===== src/rtl/mac_operand_join.sv =====
// mac_operand_join: joins A/B operand streams into {a,b} beats via a small FIFO, tags group ends and counts finished groups
module mac_operand_join #(
   parameter int p_width = 16,
   parameter int p_depth = 4,
   parameter int p_group = 4
) (
   input  logic                           clk,
   input  logic                           reset,
   input  logic                           a_val,
   output logic                           a_rdy,
   input  logic [p_width-1:0]             a_msg,
   input  logic                           b_val,
   output logic                           b_rdy,
   input  logic [p_width-1:0]             b_msg,
   output logic                           req_val,
   input  logic                           req_rdy,
   output logic [2*p_width-1:0]           req_msg,
   output logic                           req_last,
   output logic [$clog2(p_depth+1)-1:0]   count,
   output logic [15:0]                    groups_sent
);
   localparam int aw = $clog2(p_depth);
   localparam int cw = $clog2(p_depth+1);
   localparam int gw = p_group > 1 ? $clog2(p_group) : 1;
   logic [2*p_width:0] mem_q [p_depth];
   logic [2*p_width:0] head;
   logic [aw-1:0] wr_q, wr_d, rd_q, rd_d;
   logic [cw-1:0] cnt_q, cnt_d;
   logic [gw-1:0] grp_q, grp_d;
   logic [15:0] groups_q, groups_d;
   logic full, enq, deq, tag_last;
   assign head = mem_q[rd_q];
   assign full = cnt_q == cw'(p_depth);
   assign tag_last = grp_q == gw'(p_group-1);
   // every output is masked while reset is low so nothing handshakes during reset
   assign a_rdy = reset & b_val & !full;
   assign b_rdy = reset & a_val & !full;
   assign enq = a_rdy & a_val;
   assign req_val = reset & (cnt_q != '0);
   assign req_msg = reset ? head[2*p_width-1:0] : '0;
   assign req_last = reset & head[2*p_width];
   assign deq = req_val & req_rdy;
   assign count = reset ? cnt_q : '0;
   assign groups_sent = reset ? groups_q : '0;
   always_comb begin
      wr_d = wr_q + aw'(enq);
      rd_d = rd_q + aw'(deq);
      cnt_d = cnt_q + cw'(enq) - cw'(deq);
      grp_d = !enq ? grp_q : tag_last ? '0 : grp_q + gw'(1);
      groups_d = groups_q + 16'(deq & head[2*p_width]);
   end
   always_ff @(posedge clk) begin
      if (enq) mem_q[wr_q] <= {tag_last, a_msg, b_msg};
   end
   always_ff @(posedge clk) begin
      if (!reset) begin
         wr_q <= '0;
         rd_q <= '0;
         cnt_q <= '0;
         grp_q <= '0;
         groups_q <= '0;
      end else begin
         wr_q <= wr_d;
         rd_q <= rd_d;
         cnt_q <= cnt_d;
         grp_q <= grp_d;
         groups_q <= groups_d;
      end
   end
endmodule


===== config.mk =====
export PLATFORM = sky130hd
export DESIGN_NAME = mac_operand_join
export DESIGN_NICKNAME = d
export VERILOG_FILES = /design/src/rtl/mac_operand_join.sv
export SDC_FILE = /design/constraint.sdc
export NUM_CORES = 1
export LEC_CHECK = 0
export BUFFER_PORTS_ARGS = -buffer_cell sky130_fd_sc_hd__buf_2
export CORE_MARGIN = 1
export CORE_UTILIZATION = 60
export CTS_BUF_LIST = sky130_fd_sc_hd__clkbuf_4 sky130_fd_sc_hd__clkbuf_8
export DETAILED_ROUTE_END_ITERATION = 8
export GPL_TIMING_DRIVEN = 0
export PLACE_DENSITY = 0.85
export SYNTH_ARGS = -nofsm -noshare
export SYNTH_HDL_FRONTEND = slang
export SYNTH_SLANG_ARGS = --single-unit

===== constraint.sdc =====
create_clock -name clk -period 6.8 [get_ports clk]
set_clock_uncertainty 0.05 [all_clocks]
set_input_delay 0.68 -clock clk [delete_from_list [all_inputs] [get_ports clk]]
set_output_delay 0.68 -clock clk [all_outputs]
set_load 0.02 [all_outputs]

==> impl_metrics.py <==
metrics = {
    "timing": {
        "post-route-period-util_pct": 42.4,
        "max-slew-margin-rel_pct": 35.7,
        "report.final.slew_viol_count": 0,
        "hold_viol_final": 0,
        "fin_crit_ns": 2.89,
        "rsz0062_at_grt": "no",
        "max_freq_mhz": 346,
        "setup_tns_ns": 0,
        "worstMarginPinSlew_ns": 0.959,
        "setup_viol": 0,
        "fin_ws_ns": 3.91,
    },
    "power": {
        "p_sw_w": 0.000517,
        "power.leakage_nw": 2.84,
        "peakVddDrop_mv": 0.216,
        "p_total_w": 0.00217,
        "power_density_mw_per_mm2": 285,
        "p_comb_share_pct": 16.7,
        "p_sw_share_pct": 23.8,
        "clock_power_share_pct": 33.3,
        "p_seq_share_pct": 50.1,
        "p_int_w": 0.00165,
    },
    "synthesis": {
        "synth_edf_count": 132,
        "ys.flop_type": "edfxtp_1",
        "synth_cell_types": 33,
        "ys_ff_latch": 157,
        "async_reset_ff_share_pct": 0,
        "netlist_instances": 360,
        "seq_area_frac_synth_pct": 69.4,
        "syn-num-nets": 404,
        "ys_warn_count": 0,
        "syn_area_per_cell_sq_um": 17.9,
        "syn_area_sq_mm": 0.00643,
    },
    "worst_setup_path": {
        "required_ns": 6.07,
        "regToRegSetupSlack_ns": 4.29,
        "crit_path_frequent_cell": "buf_2",
        "reg2reg_depth": 7,
        "crit_chain": "clkbuf_1 > buf_2 > mux4_1 > and2_1 > buf_2",
        "slowest_delay_ns": 0.35,
        "reg2reg_to": "groups_q[12]",
        "crit_slowest_cell": "clkbuf_1",
        "setup.worst_path.end_class": "output port",
        "worst-setup-path-type": "reg -> out",
        "cp.arrival_ns": 2.16,
        "cp-start-kind": "register",
        "rr_startpoint": "cnt_q[2]",
        "cp_max_fo": 10,
    },
    "detailed_routing": {
        "routed_via_density": 5.61,
        "drt_iter0_drc": 205,
        "route.vias.total": 3524,
        "drt-total-wl_mm": 11.3,
        "drc": 0,
        "dr.pass1.iters": 4,
        "detail-route-antenna-nets": 0,
        "wire_per_inst_um": 18.0,
    },
    "die": {
        "start_util_pct": 62.0,
        "core_sq_mm": 0.0104,
        "die_x_um": 106,
        "dieArea_sq_mm": 0.0111,
        "die_y_um": 106,
        "top_level_ports": 92,
        "num_rows": 37,
    },
    "cts": {
        "cts_resized": 0,
        "cts.reportedPaths.clkPinSlew_ns": 0.08,
        "root_buffer": "clkbuf_8",
        "cts.path.max_buffers": 2,
        "postCtsHoldBufs": 0,
        "cts_tree": "built",
        "htree_num_levels": 4,
        "insertion_delay_ns": 0.43,
        "cts_buffers": 17,
        "cts_setup_buffers": 0,
        "cts.sinks": 157,
    },
    "final_layout": {
        "fillers": 672,
        "final_cell_mix": "132 x edfxtp_1, 94 x buf_2, 53 x and2_1",
        "drive_gt1_share_pct": 33.1,
        "final_cells": 628,
        "mostFrequentLayoutCell": "edfxtp_1",
        "antenna_cells": 0,
        "syn_to_final_growth_pct": 18.1,
        "nets": 523,
    },
    "global_routing": {
        "grt_util_all_layers_pct": 21.8,
        "grt_pass1_vias": 3570,
        "grt-ovfl-total": 0,
        "grt_pass1_wl_mm": 17.8,
        "grt_antenna_before_repair": 0,
        "grt_max_degree": 34,
    },
    "min_path": {
        "hp-start": "b_msg[9]",
        "worst_hold_path.endpoint": "mem_q[3][9]",
        "hold_path_depth": 1,
        "hold_path.class": "in -> reg",
    },
    "status": {
        "outcome": "completed",
    },
    "placed_design": {
        "dp_worst_setup_slack_ns": 4.00,
        "numPortBuffers": 91,
        "hpwlAfterDp_mm": 7.58,
        "place.gp.congestion": 0.774,
        "place_inst": 596,
    },
    "job": {
        "maxCapViolations": 0,
    },
}
## registers in the layout (all words and copies together), names as in the netlist
name	cells
grp_q	2
groups_q	16
wr_q	2
cnt_q	3
mem_q	132
rd_q	2
## Yosys cell counts (2+ instances only)
| cell | instances | area [sq um] |
|---|---|---|
| nand4_4 | 2 | 42.5 |
| and3_1 | 3 | 18.8 |
| nand4_1 | 3 | 18.8 |
| nor3b_1 | 2 | 15.0 |
| nand3_1 | 7 | 35.0 |
| and2_1 | 53 | 332 |
| clkbuf_1 | 7 | 26.3 |
| ha_1 | 6 | 75.1 |
| buf_6 | 5 | 56.3 |
| buf_2 | 3 | 15.0 |
| inv_1 | 7 | 26.3 |
| mux2i_1 | 2 | 20.0 |
| nor3_1 | 7 | 35.0 |
| mux4_2 | 6 | 135 |
| o21ai_0 | 5 | 25.0 |
| dfxtp_1 | 25 | 500 |
| edfxtp_1 | 132 | 3960 |
| or3_1 | 4 | 25.0 |
| xnor2_1 | 2 | 17.5 |
| a21oi_1 | 4 | 20.0 |
| and2_2 | 2 | 15.0 |
| mux2_2 | 8 | 90.1 |
| mux4_1 | 27 | 709 |
| nand2_1 | 6 | 22.5 |
| xor2_1 | 4 | 35.0 |
| nor4_1 | 4 | 25.0 |
| nor2_1 | 18 | 67.6 |
## worst max-delay path, delay by kind of cell (launching register included)
kind	cells	cell delay, ns
buf+inv	3	0.85
flops	1	0.33
mux	1	0.35
simple gates	1	0.19
## how the worst max path moves through the flow
stage | from | to | slack [ns] | cells past startpoint
finish | rd_q[1] | req_msg[15] | 3.91 | 5
global route | rd_q[1] | req_msg[15] | 3.78 | 5
CTS | rd_q[1] | req_msg[15] | 3.86 | 5
detailed placement | reset | groups_q[12] | 4.00 | 8
global placement | reset | mem_q[1][20] | 0.82 | 3
floorplan | a_val | mem_q[1][0] | 2.96 | 2
## per-layer routing
metal  part of all wire, %  global-route usage [%]
met3                   4.3                    6.18
met1                    44                    27.4
met4                   1.2                    7.64
met5                     0                       0
met2                    51                    36.6
## cell families (layout without fill, tap and decap cells)
family / after synthesis / in the layout / synth area share (%)
multiplexers: 43 / 43 / 14.9
AND/OR/NAND/NOR: 114 / 114 / 10.5
AO/OA/AOI/OAI: 10 / 10 / 0.837
XOR/XNOR: 6 / 6 / 0.817
flip-flops: 157 / 157 / 69.4
adder cells (fa/ha/maj): 7 / 7 / 1.48
buffers and inverters: 23 / 155 / 2.04
## stage by stage
stage	instance area, sq um	hold WS [ns]	util, %
floorplan	6430	0.392	-
global placement	7050	0.401	68.0
detailed placement	7170	0.415	69.2
CTS	7590	0.382	73.2
global route	7590	0.382	73.2
finish	7590	0.409	73.2
## final cells by class
cell class / count / area, sq um / area share, %
sequential: 157 / 4460 / 58.8
multi-input combinational: 180 / 1850 / 24.4
timing repair buffer: 100 / 557 / 7.33
clock buffer: 19 / 249 / 3.28
clock inverter: 13 / 173 / 2.27
tap: 136 / 170 / 2.24
buffer: 16 / 105 / 1.38
inverter: 7 / 26.3 / 0.346
## power groups by stage
stage          clock (W)  combinational, W  sequential, W
5_1_grt         0.000764          0.000387        0.00109
4_1_cts         0.000731          0.000365        0.00108
2_1_floorplan          0          0.000263        0.00110
6_report        0.000721          0.000361        0.00108
3_3_place_gp           0          0.000350        0.00111
3_5_place_dp           0          0.000364        0.00111
Power figures use the tool's default switching activity.
